<file path="config.mk">
export PLATFORM = sky130hd
export DESIGN_NAME = savestate_controller
export DESIGN_NICKNAME = d
export VERILOG_FILES = /design/src/rtl/savestate_controller_pkg.sv /design/src/rtl/ss_timeout_counter.sv /design/src/rtl/savestate_controller.sv
export SDC_FILE = /design/constraint.sdc
export NUM_CORES = 1
export LEC_CHECK = 0
export ABC_AREA = 1
export BUFFER_PORTS_ARGS = -buffer_cell sky130_fd_sc_hd__buf_2
export CAP_MARGIN = 10
export CORE_MARGIN = 1
export CORE_UTILIZATION = 40
export DETAILED_ROUTE_END_ITERATION = 7
export MAX_ROUTING_LAYER = met4
export PLACE_DENSITY = 0.77
export SLEW_MARGIN = 20
export SYNTH_ARGS = -nofsm -noshare
export SYNTH_HDL_FRONTEND = slang
export SYNTH_SLANG_ARGS = --single-unit
</file>
<file path="constraint.sdc">
create_clock -name clk -period 2.38 [get_ports clk]
set_clock_uncertainty 0.2 [all_clocks]
set_input_delay 0.119 -clock clk [delete_from_list [all_inputs] [get_ports clk]]
set_output_delay 0.119 -clock clk [all_outputs]
set_load 0.02 [all_outputs]
</file>
<file path="src/rtl/savestate_controller_pkg.sv">
// Shared types for the savestate initiator: FSM state and operation encodings,
// plus a helper that sizes small terminal-count counters.
package savestate_controller_pkg;

  typedef enum logic [2:0] {
    ST_IDLE,
    ST_HALT_WAIT,
    ST_SAVE_ADDR,
    ST_SAVE_WAIT,
    ST_SAVE_OUT,
    ST_LOAD_WAIT,
    ST_LOAD_WRITE,
    ST_FINISH
  } ss_state_t;

  typedef enum logic {
    SS_OP_SAVE,
    SS_OP_LOAD
  } ss_op_t;

  localparam int SS_WORD_W = 32;

  // Bits needed to hold 0..terminal (at least one bit).
  function automatic int ss_cnt_width(input int terminal);
    return (terminal < 1) ? 1 : $clog2(terminal + 1);
  endfunction

endpackage

</file>
<file path="src/rtl/ss_timeout_counter.sv">
// Saturating up-counter with synchronous clear and enable. tc is high while
// the count sits at TERMINAL; the count never moves past it.
module ss_timeout_counter
  import savestate_controller_pkg::*;
#(
  parameter int TERMINAL = 4095
) (
  input  logic clk,
  input  logic reset,
  input  logic clr,
  input  logic en,
  output logic tc
);

  localparam int CW = ss_cnt_width(TERMINAL);
  localparam logic [CW-1:0] TC_VAL = CW'(TERMINAL);

  logic [CW-1:0] count;

  // Count up while enabled, hold at the terminal value, clear on request.
  always_ff @(posedge clk) begin
    if (reset || clr) begin
      count <= '0;
    end else if (en && (count != TC_VAL)) begin
      count <= count + 1'b1;
    end
  end

  assign tc = (count == TC_VAL);

endmodule

</file>
<file path="src/rtl/savestate_controller.sv">
// Savestate bus initiator: halts the core, then either streams NUM_WORDS
// state words out to the host (save) or writes host words into the core (load).
module savestate_controller
  import savestate_controller_pkg::*;
#(
  parameter int NUM_WORDS    = 16,
  parameter int ADDR_WIDTH   = 8,
  parameter int READ_LATENCY = 1,
  parameter int HALT_TIMEOUT = 4096
) (
  input  logic                  clk,
  input  logic                  reset,
  input  logic                  save_start,
  input  logic                  load_start,
  output logic [31:0]           host_rd_data,
  output logic                  host_rd_valid,
  input  logic                  host_rd_ready,
  input  logic [31:0]           host_wr_data,
  input  logic                  host_wr_valid,
  output logic                  host_wr_ready,
  output logic                  ss_halt,
  input  logic                  ss_ready,
  output logic [ADDR_WIDTH-1:0] ss_bus_addr,
  output logic [31:0]           ss_bus_in,
  output logic                  ss_bus_wren,
  output logic                  ss_bus_reset_n,
  input  logic [31:0]           ss_bus_out,
  output logic                  busy,
  output logic                  done,
  output logic                  error
);

  localparam logic [ADDR_WIDTH-1:0] LAST_IDX = ADDR_WIDTH'(NUM_WORDS - 1);

  ss_state_t state_q, state_d;
  ss_op_t    op_q, op_d;

  logic [ADDR_WIDTH-1:0] cnt_q;
  logic [ADDR_WIDTH-1:0] addr_q;
  logic [31:0]           bus_in_q;
  logic [31:0]           rd_data_q;
  logic                  error_q;

  logic op_ld;
  logic cnt_clr;
  logic sv_next;
  logic ld_next;
  logic rd_cap;
  logic wr_lat;
  logic tmo;
  logic is_last;

  logic halt_clr, halt_en, halt_tc;
  logic lat_clr, lat_en, lat_tc;

  assign is_last = (cnt_q == LAST_IDX);

  assign halt_en  = (state_q == ST_HALT_WAIT);
  assign halt_clr = !halt_en;
  assign lat_en   = (state_q == ST_SAVE_WAIT);
  assign lat_clr  = !lat_en;

  // Cycles spent waiting for the core to acknowledge the halt request.
  ss_timeout_counter #(.TERMINAL(HALT_TIMEOUT - 1)) u_halt_timer (
    .clk   (clk),
    .reset (reset),
    .clr   (halt_clr),
    .en    (halt_en),
    .tc    (halt_tc)
  );

  // Responder read latency; the address is already driven during SAVE_ADDR,
  // so READ_LATENCY cycles of SAVE_WAIT land exactly on valid read data.
  ss_timeout_counter #(.TERMINAL(READ_LATENCY - 1)) u_lat_timer (
    .clk   (clk),
    .reset (reset),
    .clr   (lat_clr),
    .en    (lat_en),
    .tc    (lat_tc)
  );

  // FSM state register.
  always_ff @(posedge clk) begin
    if (reset) begin
      state_q <= ST_IDLE;
    end else begin
      state_q <= state_d;
    end
  end

  // Next-state logic and the datapath strobes that go with each transition.
  always_comb begin
    state_d = state_q;
    op_d    = op_q;
    op_ld   = 1'b0;
    cnt_clr = 1'b0;
    sv_next = 1'b0;
    ld_next = 1'b0;
    rd_cap  = 1'b0;
    wr_lat  = 1'b0;
    tmo     = 1'b0;
    case (state_q)
      ST_IDLE: begin
        if (save_start) begin
          op_d    = SS_OP_SAVE;
          op_ld   = 1'b1;
          state_d = ST_HALT_WAIT;
        end else if (load_start) begin
          op_d    = SS_OP_LOAD;
          op_ld   = 1'b1;
          state_d = ST_HALT_WAIT;
        end
      end
      ST_HALT_WAIT: begin
        if (ss_ready) begin
          cnt_clr = 1'b1;
          state_d = (op_q == SS_OP_SAVE) ? ST_SAVE_ADDR : ST_LOAD_WAIT;
        end else if (halt_tc) begin
          tmo     = 1'b1;
          state_d = ST_IDLE;
        end
      end
      ST_SAVE_ADDR: begin
        state_d = ST_SAVE_WAIT;
      end
      ST_SAVE_WAIT: begin
        if (lat_tc) begin
          rd_cap  = 1'b1;
          state_d = ST_SAVE_OUT;
        end
      end
      ST_SAVE_OUT: begin
        if (host_rd_ready) begin
          if (is_last) begin
            state_d = ST_FINISH;
          end else begin
            sv_next = 1'b1;
            state_d = ST_SAVE_ADDR;
          end
        end
      end
      ST_LOAD_WAIT: begin
        if (host_wr_valid) begin
          wr_lat  = 1'b1;
          state_d = ST_LOAD_WRITE;
        end
      end
      ST_LOAD_WRITE: begin
        if (is_last) begin
          state_d = ST_FINISH;
        end else begin
          ld_next = 1'b1;
          state_d = ST_LOAD_WAIT;
        end
      end
      ST_FINISH: begin
        state_d = ST_IDLE;
      end
      default: begin
        state_d = ST_IDLE;
      end
    endcase
  end

  // Word counter, bus address/data, captured read word and the error pulse.
  always_ff @(posedge clk) begin
    if (reset) begin
      op_q      <= SS_OP_SAVE;
      cnt_q     <= '0;
      addr_q    <= '0;
      bus_in_q  <= '0;
      rd_data_q <= '0;
      error_q   <= 1'b0;
    end else begin
      error_q <= tmo;
      if (op_ld) begin
        op_q <= op_d;
      end
      if (cnt_clr) begin
        cnt_q  <= '0;
        addr_q <= '0;
      end
      if (sv_next) begin
        cnt_q  <= cnt_q + 1'b1;
        addr_q <= cnt_q + 1'b1;
      end
      if (ld_next) begin
        cnt_q <= cnt_q + 1'b1;
      end
      if (wr_lat) begin
        bus_in_q <= host_wr_data;
        addr_q   <= cnt_q;
      end
      if (rd_cap) begin
        rd_data_q <= ss_bus_out;
      end
    end
  end

  assign busy           = (state_q != ST_IDLE);
  assign ss_halt        = busy;
  assign host_rd_valid  = (state_q == ST_SAVE_OUT);
  assign host_wr_ready  = (state_q == ST_LOAD_WAIT);
  assign ss_bus_wren    = (state_q == ST_LOAD_WRITE);
  assign done           = (state_q == ST_FINISH);
  assign error          = error_q;
  assign ss_bus_reset_n = !((state_q == ST_HALT_WAIT) && ss_ready && (op_q == SS_OP_LOAD));
  assign ss_bus_addr    = addr_q;
  assign ss_bus_in      = bus_in_q;
  assign host_rd_data   = rd_data_q;

endmodule

</file>
======== After elaboration in Yosys (flattened, before gate mapping) ========
Index checks and enable logic that the tools add are counted.
storage, ports and cells
  register bits after elaboration ......... 98
  output and inout port bits .............. 80
  logic and storage cells ................. 76
cells by class
  reduce and logical (&&, ||, !) cells .... 17
  add/subtract/negate cells ............... 3
  mux-type cells .......................... 31
  bitwise logic cells ..................... 1
  equal/unequal tests ..................... 15
operator list
  kind                                                              count
  8-bit two-way mux                                                 4
  3-bit two-way mux                                                 9
  3-bit one-hot mux with 8 select lines                             1
  1-bit two-way mux                                                 16
  12-bit by 1-bit adder with 12-bit output (second input constant)  1
  12-bit == test (second input constant)                            1
  3-bit == test (second input constant)                             4
  12-bit != test (second input constant)                            1
  3-bit nonzero test                                                3
  8-bit by 1-bit adder with 8-bit output (second input constant)    1
  8-bit by 4-bit == test with 1-bit output (second input constant)  1
  3-bit by 2-bit == test with 1-bit output (second input constant)  2
  5-bit AND reduction                                               1
  1-bit logical AND                                                 4
  2-bit != test (second input constant)                             2
  3-bit by 1-bit == test with 1-bit output (second input constant)  1
  1-bit logical NOT                                                 3
  3-bit logical NOT                                                 1
  3-bit by 2-bit != test with 1-bit output (second input constant)  1
  3-bit != test (second input constant)                             1
  3-bit AND reduction                                               1
  3-bit OR reduction                                                1
  1-bit logical OR                                                  2
  2-bit two-way mux                                                 1
  other kinds (4)                                                   4

======== Depth between registers and ports, before layout ========
  depth in word-level cells ............... 6
  mapped depth ............................ 10

======== By module ========
From an unflattened synthesis, not the netlist that was laid out.
second synthesis, totals
  cells, all modules ...................... 608
  area, all modules ....................... 4334.2 um^2
by module, submodules not included
  module                             area each (um^2)  times used  cells an instance  seq. area each (um^2)
  savestate_controller               3579.7            1           495                1701.6
  ss_timeout_counter (u_halt_timer)  708.2             1           105                240.2
  ss_timeout_counter (u_lat_timer)   46.3              1           8                  20.0

======== Worst setup path before layout ========
Ideal clock, no wire load.
  kind .................................... register to register
  from .................................... register u_halt_timer.count[0]
  to ...................................... register u_halt_timer.count[0]
  data required time ...................... 2.107 ns
  arrival ................................. 1.441 ns
  setup time .............................. 0.073 ns
  stages on the path, launching flop included .. 9
  setup slack ............................. 0.667 ns
  cell sequence ........................... dfxtp_1 -> ha_1 -> nand2_1 -> nor2_2 -> nand4_1 -> nand2_2 -> buf_6 -> nand2_1 -> a21oi_1
on the way
  word-level cells in the longest chain between the ends .. 2
  elaborated cells between the ends (all ways) .. 3
ends and longest elaborated chain
  element                                                                           line                      text
  from (decl)                                                                       ss_timeout_counter.sv:18  logic [CW-1:0] count;
  from (signal assigned)                                                            ss_timeout_counter.sv:25  count <= count + 1'b1;
  branches (longest 2 deep; another with 12-bit by 1-bit adder with 12-bit output)  n/a
Parallel ways; which one is timed is not known.
A chain may end at the register's enable or synchronous reset.

======== Worst setup path after layout ========
  from .................................... register u_halt_timer.count[0]
  to ...................................... register u_halt_timer.count[5]
Same word-level chain as after synthesis.

==> metrics.txt <==
DP Area 4960 sq um; Worst Hold Class in2reg; final setup fails 0; Ys Warns 0; initial core utilization 41.8%; Unique masters post-synth 30; global-route wire length before repair 20500 um; main combinational cell family by area after synthesis simple AND/OR/NAND/NOR gates; critical path startpoint category register; Final Hold Fails 0; core footprint 9910 sq um; #FFs+latches synth 98; hold path cells 5; Die ar. 10800 sq um; Post-Layout Cell Count 932; Chip Height 104 um; Power, Total 3.52 mW; simple-gate area share of the yosys netlist 30.6%; Compound-Gate Fraction of Synth Area 12.8%; initial DRC count 215; most frequent cells in the layout nor2_1, buf_2, dfxtp_1; pin count of the biggest net entering global routing 53; Clock Latency Late Sink 0.36 ns; CP Class reg2reg; Total GRT Usage 24.2%; TritonCTS Sinks 98; Mapped Area 4140 sq um; final setup margin 0.275 ns; hold_sp host_rd_ready; number of global-route vias before repair 4476; area grow syn2layout 42.0%; CTS resizes 0; io pins 151; Adder-Cell Fraction of Synth Area 0.604%; Worst-Margin Slew 1.11 ns; status finished clean; crit end category register; hold path endpoint state_q[0]; R2R Path Start u_halt_timer.count[0]; I/O Buffers 150; Filler Cell Count 877; Die W 104 um; WP data required 2.43 ns; most common cell after layout, fill and taps aside nor2_1; TritonRoute pass-1 iters 5; Seq/Total Area, Yosys 47.3%; PwrDens 599 nW/um^2; share of the clock period used by the worst path 88.5%; Routed WL 12600 um; Worst VDD drop 0.393 mV; Worst Path Arrival 2.16 ns; Design Area, Final 5880 sq um; LEAKAGE 2.89 nW; CTS tree done; Worst slew margin 26.1%; Post-Synthesis Cells 584; Inserted Diodes 0; Max Root-Sink Buffers 2; Slew Limit Fails 0; average size of a mapped cell 7.10 sq um; total gr overflow 0; Critical Path Fanout Max 11; via count 4569; Sum Neg Setup Slack 0 ns; register clock-pin slew on the reported worst setup and hold paths 0.09 ns; RePlAce Congestion 0.873; CTS H-tree lvls 3; syn nets 657; post-route ant nets 0; RSZ-0062 raised after global routing false; # Max-Cap Violations 0; Root Buffer clkbuf_8; xor/xnor share of the synthesized area 1.90%; nets 867; CTS buffer count 9; post-layout minimum cycle time 2.11 ns; wire per inst 13.5 um; layout cell share with drive strength beyond 1 23.5%; row cnt 36; fmax 475 MHz; antenna violations before repair 0; R2R cell count 8; post-detail-place hpwl 7730 um; DR DRC count 0; via/cell ratio 4.90; reg2reg end u_halt_timer.count[5]; Post-Place Worst Slack 0.295 ns; multiplexer share of the synthesized area 0%; Cells after DPL 846; reg-to-reg setup timing slack 0.27 ns
[repair_timing]
action / CTS / global route
hold buffers: 70 / 0
setup endpoints to repair: 0 / 0
endpoints found under the hold margin: 77 / 0
buffers inserted: 0 / 0
[cells in the mapped netlist, drive strengths merged]
master / number / area [sq um]
o21ai: 78 / 405
buf: 9 / 67.6
nor3: 5 / 25.0
a21oi: 23 / 115
clkinv: 1 / 3.75
and2: 1 / 6.26
conb: 1 / 3.75
xor2: 5 / 43.8
clkbuf: 16 / 60.1
nor2: 180 / 706
nand3: 26 / 140
nand2: 90 / 355
nand4: 6 / 37.5
o211a: 1 / 10.0
xnor2: 4 / 35.0
inv: 38 / 143
ha: 2 / 25.0
dfxtp: 98 / 1960
[cell type report]
type	count	area (sq um)	area share (%)
clock buffer	12	145	2.47
clock inverter	4	73.8	1.25
inverter	39	146	2.49
multi-input combinational	422	1910	32.4
sequential	98	1960	33.3
tap	133	166	2.83
timing repair buffer	224	1480	25.2
[worst max path at each step]
stage / startpoint / endpoint / slack, ns / depth (start not counted)
floorplan: u_halt_timer.count[0] / u_halt_timer.count[0] / 0.67 / 8
global placement: u_halt_timer.count[0] / u_halt_timer.count[10] / 0.33 / 8
detailed placement: u_halt_timer.count[0] / u_halt_timer.count[5] / 0.29 / 8
CTS: u_halt_timer.count[0] / u_halt_timer.count[5] / 0.29 / 8
global route: u_halt_timer.count[0] / u_halt_timer.count[10] / 0.01 / 8
finish: u_halt_timer.count[0] / u_halt_timer.count[5] / 0.27 / 8
[routing by layer]
metal  part of all wire, %  vias up  wire, um  GRT usage, %
li1                      -     2269         -             -
met1                    43     2074      5400          28.5
met2                    47      189      5910          38.6
met3                   7.1       37       898          5.85
met4                   3.1        0       391          11.7
met5                     0        -         0             -
[cell families (layout without fill, tap and decap cells)]
group,count (synthesis),after routing
and+or+nand+nor,308,308
AOI/OAI and AO/OA,102,102
DFF,98,98
buffers and inverters,64,279
xor gates and xnor gates,9,9
adders and majority gates,2,2
other,1,1
[through the flow]
stage	hold WS, ns	utilization [%]
CTS	0.0177	59.4
global route	0.0578	59.4
detailed placement	0.142	50.1
floorplan	-0.00169	-
global placement	0.141	50.1
finish	0.0504	59.4
[worst max-delay path, cell delays in order (launching register included)]
cell and delay (ns):
dfxtp_1 0.42, ha_1 0.26, nand2_1 0.11, nor2_2 0.14, nand4_1 0.25, nand2_2 0.30, inv_2 0.16, nand2_1 0.09
a21oi_1 0.06
[flip-flops by register name, summed over array words and instances (netlist names), 3 cells and up]
signal,count
host_rd_data,32
ss_bus_in,32
u_halt_timer.count,12
cnt_q,8
ss_bus_addr,8
state_q,3
[power breakdown]
group,internal (mW),switching (mW)
clock network,0.625,0.573
logic,0.239,0.341
registers,1.70,0.0443
total,2.57,0.958
Power figures use the tool's default switching activity.
